**src/rtl/spatz_pkg.sv**
```systemverilog
// Shared definitions for the spatz unit dispatcher slice.
// Contents: default unit count, unit index enumeration, dispatch id type.
package spatz_pkg;

    localparam int unsigned N_UNITS           = 3;
    localparam int unsigned DISPATCH_ID_WIDTH = 3;

    typedef enum logic [1:0] {
        UNIT_VFU   = 2'd0,
        UNIT_VLSU  = 2'd1,
        UNIT_VSLDU = 2'd2
    } unit_e;

    typedef logic [DISPATCH_ID_WIDTH-1:0] dispatch_id_t;

endpackage

```
**src/rtl/spatz_dispatch_fifo.sv**
```systemverilog
// Synchronous FIFO used for the per-unit request and response queues.
// No fall-through: data_o shows the stored head, so a pushed entry is visible
// one cycle later. Any depth >= 1; pointers wrap at Depth-1.
// Ports:
//   clk_i, rst_ni       clock, synchronous active-low reset
//   flush_i             empty the queue this cycle (wins over a coincident push)
//   push_i / data_i     write side; a push into a full queue is taken only with a pop
//   pop_i / data_o      read side; data_o is the current head
//   full_o / empty_o    occupancy flags
//   usage_o             number of stored entries (0..Depth)
module spatz_dispatch_fifo #(
    parameter int unsigned Depth = 4,
    parameter type         T     = logic
) (
    input  logic                         clk_i,
    input  logic                         rst_ni,
    input  logic                         flush_i,
    input  logic                         push_i,
    input  T                             data_i,
    input  logic                         pop_i,
    output T                             data_o,
    output logic                         full_o,
    output logic                         empty_o,
    output logic [$clog2(Depth+1)-1:0]   usage_o
);

    localparam int unsigned PtrWidth = (Depth > 1) ? $clog2(Depth) : 1;
    localparam int unsigned CntWidth = $clog2(Depth + 1);

    T                    mem_q [Depth];
    logic [PtrWidth-1:0] wr_ptr_q;
    logic [PtrWidth-1:0] rd_ptr_q;
    logic [CntWidth-1:0] cnt_q;
    logic                do_push;
    logic                do_pop;

    // Pointer increment with wrap at Depth-1 (depth need not be a power of two).
    function automatic logic [PtrWidth-1:0] next_ptr(input logic [PtrWidth-1:0] p);
        return (p == PtrWidth'(Depth - 1)) ? '0 : p + PtrWidth'(1);
    endfunction

    assign full_o  = (cnt_q == CntWidth'(Depth));
    assign empty_o = (cnt_q == '0);
    assign usage_o = cnt_q;
    assign data_o  = mem_q[rd_ptr_q];

    assign do_pop  = pop_i && !empty_o;
    assign do_push = push_i && (!full_o || do_pop);

    // Pointer and occupancy state.
    always_ff @(posedge clk_i) begin
        if (!rst_ni || flush_i) begin
            wr_ptr_q <= '0;
            rd_ptr_q <= '0;
            cnt_q    <= '0;
        end else begin
            if (do_push) wr_ptr_q <= next_ptr(wr_ptr_q);
            if (do_pop)  rd_ptr_q <= next_ptr(rd_ptr_q);
            if (do_push && !do_pop) begin
                cnt_q <= cnt_q + CntWidth'(1);
            end else if (!do_push && do_pop) begin
                cnt_q <= cnt_q - CntWidth'(1);
            end
        end
    end

    // Storage; contents need no reset since occupancy gates visibility.
    always_ff @(posedge clk_i) begin
        if (do_push && !flush_i) begin
            mem_q[wr_ptr_q] <= data_i;
        end
    end

endmodule

```
**src/rtl/spatz_unit_dispatcher.sv**
```systemverilog
// Buffered, credit-based dispatcher between the spatz controller and NrUnits
// execution units. Each unit has a request queue and a response queue; unit
// completions are single-cycle pulses with no backpressure, so issue is gated by
// a per-unit credit equal to the response queue depth. Responses merge into one
// round-robin stream whose grant is held until handshake.
// Ports:
//   clk_i, rst_ni                          clock, synchronous active-low reset
//   req_valid_i/req_ready_o                incoming request handshake
//   req_unit_i/req_id_i/req_data_i         target unit, id, payload
//   flush_i                                drop queued, not-yet-issued requests
//   unit_req_valid_o/unit_req_ready_i      per-unit issue handshake
//   unit_req_id_o/unit_req_data_o          per-unit issued id and payload
//   unit_rsp_valid_i/unit_rsp_id_i         per-unit completion pulse and id
//   rsp_valid_o/rsp_ready_i                merged completion handshake
//   rsp_id_o/rsp_unit_o                    completion id and originating unit
//   busy_o                                 unit has queued or in-flight work
//   err_o                                  pulse after a request to an out-of-range unit
module spatz_unit_dispatcher
    import spatz_pkg::*;
#(
    parameter  int unsigned NrUnits   = N_UNITS,
    parameter  int unsigned ReqDepth  = 4,
    parameter  int unsigned RspDepth  = 2,
    parameter  int unsigned IdWidth   = DISPATCH_ID_WIDTH,
    parameter  int unsigned DataWidth = 64,
    localparam int unsigned UW        = (NrUnits > 1) ? $clog2(NrUnits) : 1
) (
    input  logic                           clk_i,
    input  logic                           rst_ni,
    input  logic                           req_valid_i,
    output logic                           req_ready_o,
    input  logic [UW-1:0]                  req_unit_i,
    input  logic [IdWidth-1:0]             req_id_i,
    input  logic [DataWidth-1:0]           req_data_i,
    input  logic                           flush_i,
    output logic [NrUnits-1:0]             unit_req_valid_o,
    input  logic [NrUnits-1:0]             unit_req_ready_i,
    output logic [NrUnits*IdWidth-1:0]     unit_req_id_o,
    output logic [NrUnits*DataWidth-1:0]   unit_req_data_o,
    input  logic [NrUnits-1:0]             unit_rsp_valid_i,
    input  logic [NrUnits*IdWidth-1:0]     unit_rsp_id_i,
    output logic                           rsp_valid_o,
    input  logic                           rsp_ready_i,
    output logic [IdWidth-1:0]             rsp_id_o,
    output logic [UW-1:0]                  rsp_unit_o,
    output logic [NrUnits-1:0]             busy_o,
    output logic                           err_o
);

    localparam int unsigned CW  = $clog2(RspDepth + 1);
    localparam int unsigned RQW = $clog2(ReqDepth + 1);
    localparam int unsigned SQW = $clog2(RspDepth + 1);

    typedef struct packed {
        logic [IdWidth-1:0]   id;
        logic [DataWidth-1:0] data;
    } req_t;

    req_t               req_in;
    req_t               reqq_head  [NrUnits];
    logic [RQW-1:0]     reqq_usage [NrUnits];
    logic [IdWidth-1:0] rspq_head  [NrUnits];
    logic [SQW-1:0]     rspq_usage [NrUnits];

    logic [NrUnits-1:0] reqq_full;
    logic [NrUnits-1:0] reqq_empty;
    logic [NrUnits-1:0] reqq_push;
    logic [NrUnits-1:0] issue;
    logic [NrUnits-1:0] rspq_full;
    logic [NrUnits-1:0] rspq_empty;
    logic [NrUnits-1:0] rsp_pop;

    logic               unit_ok;
    logic               sel_full;
    logic               req_fire;
    logic               rsp_fire;
    logic [UW-1:0]      grant;
    logic [UW-1:0]      scan_idx;
    logic               found;

    logic [UW-1:0]      rr_ptr_q;
    logic               lock_q;
    logic [UW-1:0]      lock_idx_q;
    logic               err_q;

    assign req_in = '{id: req_id_i, data: req_data_i};

    // Range check and full flag of the addressed queue; out-of-range units never block.
    always_comb begin
        unit_ok  = (32'(req_unit_i) < NrUnits);
        sel_full = 1'b0;
        for (int unsigned u = 0; u < NrUnits; u++) begin
            if (req_unit_i == UW'(u)) sel_full = reqq_full[u];
        end
    end

    assign req_ready_o = !flush_i && (!unit_ok || !sel_full);
    assign req_fire    = req_valid_i && req_ready_o;

    // Per-unit queues, issue gating and credit accounting.
    for (genvar u = 0; u < NrUnits; u++) begin : g_unit
        logic [CW-1:0] credit_q;

        assign reqq_push[u] = req_fire && (req_unit_i == UW'(u));

        spatz_dispatch_fifo #(
            .Depth (ReqDepth),
            .T     (req_t)
        ) i_reqq (
            .clk_i   (clk_i),
            .rst_ni  (rst_ni),
            .flush_i (flush_i),
            .push_i  (reqq_push[u]),
            .data_i  (req_in),
            .pop_i   (issue[u]),
            .data_o  (reqq_head[u]),
            .full_o  (reqq_full[u]),
            .empty_o (reqq_empty[u]),
            .usage_o (reqq_usage[u])
        );

        assign unit_req_valid_o[u] = !flush_i && !reqq_empty[u] && (credit_q != '0);
        assign issue[u]            = unit_req_valid_o[u] && unit_req_ready_i[u];
        assign unit_req_id_o[u*IdWidth +: IdWidth]       = reqq_head[u].id;
        assign unit_req_data_o[u*DataWidth +: DataWidth] = reqq_head[u].data;

        spatz_dispatch_fifo #(
            .Depth (RspDepth),
            .T     (logic [IdWidth-1:0])
        ) i_rspq (
            .clk_i   (clk_i),
            .rst_ni  (rst_ni),
            .flush_i (1'b0),
            .push_i  (unit_rsp_valid_i[u]),
            .data_i  (unit_rsp_id_i[u*IdWidth +: IdWidth]),
            .pop_i   (rsp_pop[u]),
            .data_o  (rspq_head[u]),
            .full_o  (rspq_full[u]),
            .empty_o (rspq_empty[u]),
            .usage_o (rspq_usage[u])
        );

        assign rsp_pop[u] = rsp_fire && (grant == UW'(u));

        // Credit = response slots not yet claimed by an issued request.
        always_ff @(posedge clk_i) begin
            if (!rst_ni) begin
                credit_q <= CW'(RspDepth);
            end else if (issue[u] && !rsp_pop[u]) begin
                credit_q <= credit_q - CW'(1);
            end else if (!issue[u] && rsp_pop[u]) begin
                credit_q <= credit_q + CW'(1);
            end
        end

        assign busy_o[u] = !reqq_empty[u] || (credit_q != CW'(RspDepth));

        a_rspq_no_overflow : assert property (@(posedge clk_i) disable iff (!rst_ni)
            !(unit_rsp_valid_i[u] && rspq_full[u]));
        a_credit_range : assert property (@(posedge clk_i) disable iff (!rst_ni)
            credit_q <= CW'(RspDepth));
        a_rsp_slots : assert property (@(posedge clk_i) disable iff (!rst_ni)
            (32'(rspq_usage[u]) + 32'(credit_q)) <= RspDepth);
        a_reqq_bound : assert property (@(posedge clk_i) disable iff (!rst_ni)
            32'(reqq_usage[u]) <= ReqDepth);
    end

    // Round-robin grant from rr_ptr; a stalled grant stays locked so outputs hold.
    always_comb begin
        grant    = rr_ptr_q;
        found    = 1'b0;
        scan_idx = '0;
        for (int unsigned i = 0; i < NrUnits; i++) begin
            scan_idx = UW'((32'(rr_ptr_q) + i) % NrUnits);
            if (!found && !rspq_empty[scan_idx]) begin
                found = 1'b1;
                grant = scan_idx;
            end
        end
        if (lock_q) grant = lock_idx_q;
    end

    assign rsp_valid_o = !(&rspq_empty);
    assign rsp_fire    = rsp_valid_o && rsp_ready_i;
    assign rsp_id_o    = rspq_head[grant];
    assign rsp_unit_o  = grant;
    assign err_o       = err_q;

    // Arbitration state and error pulse.
    always_ff @(posedge clk_i) begin
        if (!rst_ni) begin
            rr_ptr_q   <= '0;
            lock_q     <= 1'b0;
            lock_idx_q <= '0;
            err_q      <= 1'b0;
        end else begin
            lock_q     <= rsp_valid_o && !rsp_ready_i;
            lock_idx_q <= grant;
            err_q      <= req_fire && !unit_ok;
            if (rsp_fire) begin
                rr_ptr_q <= (grant == UW'(NrUnits - 1)) ? '0 : grant + UW'(1);
            end
        end
    end

endmodule

```
**config.mk**
```make
export PLATFORM = sky130hd
export DESIGN_NAME = spatz_unit_dispatcher
export DESIGN_NICKNAME = d
export VERILOG_FILES = /design/src/rtl/spatz_pkg.sv /design/src/rtl/spatz_dispatch_fifo.sv /design/src/rtl/spatz_unit_dispatcher.sv
export SDC_FILE = /design/constraint.sdc
export NUM_CORES = 1
export LEC_CHECK = 0
export ABC_AREA = 0
export ABC_CLOCK_PERIOD_IN_PS = 23200
export BUFFER_PORTS_ARGS = -buffer_cell sky130_fd_sc_hd__buf_2
export CAP_MARGIN = 20
export CORE_ASPECT_RATIO = 1.25
export CORE_MARGIN = 1.5
export CORE_UTILIZATION = 31
export DETAILED_ROUTE_END_ITERATION = 8
export GPL_ROUTABILITY_DRIVEN = 0
export PLACE_DENSITY = 0.52
export REMOVE_ABC_BUFFERS = 1
export SLEW_MARGIN = 10
export SYNTH_ARGS = -nofsm -noshare
export SYNTH_HDL_FRONTEND = slang
export SYNTH_HIERARCHICAL = 1
export SYNTH_SLANG_ARGS = --single-unit
```
**constraint.sdc**
```tcl
create_clock -name clk_i -period 23.2 [get_ports clk_i]
set_clock_uncertainty 0.05 [all_clocks]
set_input_delay 3.48 -clock clk_i [delete_from_list [all_inputs] [get_ports clk_i]]
set_output_delay 3.48 -clock clk_i [all_outputs]
set_load 0.1 [all_outputs]
```
After elaboration in Yosys (flattened, before gate mapping). Memory sizes are Yosys's and may differ from the RTL's. A register that Yosys moved wholly into a read port is not among the register bits. Cells that the tools add are included.

$add $sub $neg: 33. Divide/modulo/power cells: 3. Magnitude comparators: 5. Eq/ne operators: 19. Muxes and demuxes: 73. Bitwise operators: 1. Reduce and logical (&&, ||, !) cells: 126.

Operators by type and width (number): $mod A32 B2 Y32 const B (2); $mux W2 (29); $logic_and A1 B1 Y1 (55); $logic_not A1 Y1 (39); $mod A2 B2 Y32 const B (1); $mux W1 (32); $add A2 B1 Y2 const B (13); $mux W3 (8); $reduce_bool A2 Y1 (12); $eq A2 B2 Y1 const B (11); $sub A2 B1 Y2 const B (6); $logic_or A1 B1 Y1 (11); $logic_not A2 Y1 (5); $add A3 B1 Y3 const B (3); $eq A3 B3 Y1 const B (3); $logic_not A3 Y1 (3); $lt A2 B3 Y1 const B (3); $sub A3 B1 Y3 const B (3); $add A1 B1 Y1 const B (6); $bmux W1 S2 (3); $bmux W3 S2 (1); $ne A2 B2 Y1 const B (3); $eq A2 B1 Y1 const B (2); $add A2 B1 Y3 const B (1); other kinds (5) (5).

Bits in registers: 45. Bits in writable memories: 822. Input bits: 89. Output and inout bits: 215. Word-level logic and storage cells: 291. Memories: 6.

Memories: g_unit[0].i_reqq.mem_q (depth 4, bits a word 67, read ports 1, clocked after Yosys merged registers in 1, wr ports 1, RTL line spatz_dispatch_fifo.sv:30) `T mem_q [Depth];`; g_unit[1].i_reqq.mem_q (depth 4, bits a word 67, read ports 1, clocked after Yosys merged registers in 1, wr ports 1, RTL line spatz_dispatch_fifo.sv:30); g_unit[2].i_reqq.mem_q (depth 4, bits a word 67, read ports 1, clocked after Yosys merged registers in 1, wr ports 1, RTL line spatz_dispatch_fifo.sv:30); g_unit[0].i_rspq.mem_q (depth 2, bits a word 3, read ports 1, clocked after Yosys merged registers in 1, wr ports 1, RTL line spatz_dispatch_fifo.sv:30); g_unit[1].i_rspq.mem_q (depth 2, bits a word 3, read ports 1, clocked after Yosys merged registers in 1, wr ports 1, RTL line spatz_dispatch_fifo.sv:30); g_unit[2].i_rspq.mem_q (depth 2, bits a word 3, read ports 1, clocked after Yosys merged registers in 1, wr ports 1, RTL line spatz_dispatch_fifo.sv:30).

Longest topological paths before layout.
Depth after elaboration: 20. Mapped depth: 17. Mapped depth without buffers: 16.

By module. Netlist, hierarchy kept.

By module, submodules not included: spatz_dispatch_fifo at g_unit[0].i_reqq ... (instances 3, cells an instance 401, area an instance 10192.3 um^2, seq. area each 8227.9 um^2); spatz_dispatch_fifo at g_unit[0].i_rspq ... (instances 3, cells an instance 37, area an instance 450.4 um^2, seq. area each 280.3 um^2); spatz_unit_dispatcher (instances 1, cells an instance 132, area an instance 1077.3 um^2, seq. area each 240.2 um^2).

Worst setup path before layout. No wires, ideal clock.

Path kind: input-to-reg. Start point: input req_unit_i[0]. End point: memory g_unit[2].i_reqq/mem_q[0][0] (netlist bit), enable pin. Library setup time: 0.590 ns. Data arrival time: 11.971 ns. Required time: 22.560 ns. Slack: 10.589 ns. Stages on the path: 7. Path buffers: 0. Cells stage by stage: mux2i_1 -> nor2_1 -> a311oi_1 -> nand2_1 -> nor3b_1 -> nand2_1 -> nor3b_1.

Longest elaborated chain between the ends: 13. Elaborated cells on any way between the ends: 17. Those cells by class: 1 x order compare; 2 x eq/ne; 5 x mux; 9 x reduce/logical.

Ends and longest elaborated chain: start: declaration (RTL line spatz_unit_dispatcher.sv:32) `input logic [UW-1:0] req_unit_i,`; $logic_not A2 Y1 (RTL line spatz_unit_dispatcher.sv:93) `if (req_unit_i == UW'(u)) sel_full = reqq_full[u];`; $mux W1 (3 in series) (RTL line spatz_unit_dispatcher.sv:93); $logic_not A1 Y1 (RTL line spatz_unit_dispatcher.sv:97) `assign req_ready_o = !flush_i && (!unit_ok || !sel_full);`; $logic_or A1 B1 Y1 (*) (RTL line spatz_unit_dispatcher.sv:97); $logic_and A1 B1 Y1 (*) (RTL line spatz_unit_dispatcher.sv:97); named net req_ready_o (RTL line spatz_unit_dispatcher.sv:31) `output logic req_ready_o,`; $logic_and A1 B1 Y1 (*) (RTL line spatz_unit_dispatcher.sv:98) `assign req_fire = req_valid_i && req_ready_o;`; $logic_and A1 B1 Y1 (*) (RTL line spatz_unit_dispatcher.sv:104) `assign reqq_push[u] = req_fire && (req_unit_i == UW'(u));`; named net reqq_push[2] (RTL line spatz_unit_dispatcher.sv:67) `logic [NrUnits-1:0] reqq_push;`; $logic_and A1 B1 Y1 (*) (RTL line spatz_dispatch_fifo.sv:48) `assign do_push = push_i && (!full_o || do_pop);`; $logic_and A1 B1 Y1 (*) (RTL line spatz_dispatch_fifo.sv:69) `if (do_push && !flush_i) begin`; $mux W1 (*) (RTL line spatz_dispatch_fifo.sv:69); $mux W1 (implied by the code) (*) (RTL line spatz_dispatch_fifo.sv:70) `mem_q[wr_ptr_q] <= data_i;`; end: declaration (RTL line spatz_dispatch_fifo.sv:30).

The timed path passes the listed nets; every way through them passes the cells marked *.

Final worst setup path.
Start point: input req_unit_i[0]. End point: output req_ready_o.

Longest elaborated chain between the ends: 7. Elaborated cells on any way between the ends: 11. Those cells by class: 1 x order compare; 2 x eq/ne; 3 x mux; 5 x reduce/logical.

Ends and longest elaborated chain (RTL line): $logic_not A2 Y1 (spatz_unit_dispatcher.sv:93); $mux W1 (3 in series) (spatz_unit_dispatcher.sv:93); $logic_not A1 Y1 (spatz_unit_dispatcher.sv:97); $logic_or A1 B1 Y1 (*) (spatz_unit_dispatcher.sv:97); $logic_and A1 B1 Y1 (*) (spatz_unit_dispatcher.sv:97); end: declaration (spatz_unit_dispatcher.sv:31).

Every way passes the cells marked *; elsewhere a longest branch is shown, timed or not.

==> run summary <==
• 122 MHz — maximum frequency from static timing analysis
• 23.5 µm — detailed-route wire length per cell
• 14.4% — global router's overall resource usage
• 46500 µm — post-detailed-placement half-perimeter wirelength
• reg -> reg — Tightest Hold Check Type
• done — clock tree from TritonCTS
• 33000 µm² — post-synthesis instance area
• 0 — DRC Markers
• 5 — largest fanout on the critical path
• 2 — number of buffers and inverters on the critical path
• 36200 µm² — placed instance area
• 47 — pin count of the biggest net entering global routing
• 155 µV — maximum vdd drop
• 3 — H-tree depth reported by CTS
• 690 ps — clock insertion delay at the later pin of the skew report
• primary output — kind of end point of the critical path
• 89 — clock buffer count from CTS
• 0 — max-slew violation count
• 3 — Max clock buf depth
• 303 — # port buffers
• no — RSZ-0062 raised after global routing
• 86.6 nW/µm² — power per cell area
• 77800 µm — Routed WL
• finished, final reports clean — run status
• 1443 — cells after synthesis
• 0 — count of antenna-violating nets left after detailed routing
• 4.68 — via/cell ratio
• 60 ps — clock-pin slew on the worst setup and hold paths
• 490 ps — Largest stage delay, worst path
• 0 — count of endpoints failing hold in the final timing report
• 15000 ps — worst setup slack before clock tree synthesis
• 39200 µm² — area of all placed cells without fillers
• 35.4% — final critical-path share of the clock period
• 0 — final global-route overflow total
• 112000 µm — wire length of the first global-routing pass
• 108000 µm² — Die Area
• 4690 ps — arrival time at the worst endpoint
• 22.9 µm² — mean instance size in the synthesized netlist
• 993 ps — transition at the pin with the smallest max-transition slack
• 11 — antenna violations before repair
• 15523 — routed via count
• 37.6% — fraction of final layout cells sized beyond drive strength 1
• 12.6 nW — Leakage Power
• 133 — cell row count
• 0 — final setup violating endpoints
• 14980 ps — minimum setup slack in the final design
• 105000 µm² — area of the core
• 19670 ps — required time at the endpoint of the critical path
• 0 — max cap viols
• input port — critical path launch point type
• buffers and inverters — top cell family by delay on the critical path
• 37.2% — Util after Layout
• sky130_fd_sc_hd__clkbuf_16 — library cell used as clock root buffer
• 0 ps — accumulated negative setup slack
• 5 — number of detailed-routing iterations run before antenna repair
• 16702 — via count of the first global-routing pass
• 0 — count of inserted antenna diode cells
• 304 — Boundary Pins
• in -> out — worst setup path class
• 18.7% — Layout area overhead
• sky130_fd_sc_hd__buf_2 — Slowest cell on crit path
• buf_2, mux2i_1, nor2_1, a311oi_1, buf_2 — list of cells traversed by the critical path
• 31.3% — effective utilization at floorplan
• 1948 — Layout Nets
• 876 — CTS sink cnt
• 8220 ps — minimum period implied by the final worst setup slack
• 440 ps — Final Hold Slack
• 33.8% — Max-Slew Margin vs Limit
• 0 — # resized after CTS
• 867 — number of violations reported at the end of detailed-routing iteration 0
• 0 — cts hold-fix bufs
• 0 — buffers inserted during post-CTS setup optimization
• sky130_fd_sc_hd__buf_2 — cell type with the highest occurrence count on the critical path
• 368 µm — y dimension of the die
• 295 µm — Die Wd
• 6 — total of warnings raised by yosys
-- placed cells by master, fill, tap and decap left out, drive strengths merged, types with 2 or more instances in the layout --
cell type,n
ha,28
xor2,18
clkinvlp,2
or3,14
clkbuf,109
nand3b,3
nor2b,2
nor3,15
nand2,14
mux2i,12
o21ai,22
a21oi,20
o21a,2
xnor2,3
nor4b,3
clkinv,35
or4,3
mux2,14
inv,37
buf,333
edfxtp,822
nor3b,18
dfxtp,54
fa,3
nand2b,12
a31oi,2
or4b,3
conb,9
o22ai,4
nand3,8
nor2,43
and2,6
or2,2
mux4,201
bufinv,13
o31ai,3
-- worst paths after layout --
check,to,start,slack (ps),depth (start not counted)
worst max register to register,g_unit[0].i_reqq/mem_q[0][21],g_unit[1].i_reqq/usage_o[0],19160,10
worst min register to register,register,g_unit[0].i_reqq/rd_ptr_q[0],440,2
worst min-delay path,register,g_unit[0].i_reqq/rd_ptr_q[0],440,2
worst max-delay path,req_ready_o,req_unit_i[0],14980,5
-- power breakdown --
group | leakage [nW] | internal (W) | switching (W)
registers | 7.84 | 0.00174 | 0.00000563
clock network | 1.45 | 0.000868 | 0.000593
logic | 3.29 | 0.0000419 | 0.000145
-- worst min-delay path, stage by stage, from the launching register on --
cell and delay [ps]:
sky130_fd_sc_hd__dfxtp_1 320, sky130_fd_sc_hd__nand2_1 60, sky130_fd_sc_hd__a21oi_1 70
-- cell type report --
cell class	count	area, µm²
clock buffer	109	2350
sequential	876	25800
timing repair buffer	333	1740
inverter	33	124
fill	9645	66200
clock inverter	54	626
multi-input combinational	495	6740
tap	1417	1770
-- stage by stage --
| step | total power [W] | instances |
|---|---|---|
| after floorplan | 0.00191 | 1404 |
| after global placement | 0.00196 | 3154 |
| after detailed placement | 0.00196 | 3154 |
| after CTS | 0.00343 | 3317 |
| after global routing | 0.00350 | 3317 |
| final | 0.00339 | 3317 |
-- routing by layer --
metal	up-vias	GRT usage [%]	part of all wire, %
met1	8288	17.9	41
met2	373	24.2	50
li1	6751	-	-
met5	-	0	0.15
met3	95	4.03	6.3
met4	16	4.27	1.9
-- sequential cells by signal, summed over array words and instances (netlist names), named ones only --
register / count
g_unit.i_reqq/mem_q: 804
g_unit.i_rspq/mem_q: 18
g_unit.i_reqq/usage_o: 9
g_unit.credit_q: 6
g_unit.i_reqq/rd_ptr_q: 6
g_unit.i_reqq/wr_ptr_q: 6
g_unit.i_rspq/usage_o: 6
g_unit.i_rspq/rd_ptr_q: 3
g_unit.i_rspq/wr_ptr_q: 3
lock_idx_q: 2
rr_ptr_q: 2
err_o: 1
lock_q: 1
(Power assumes the default switching activity.)
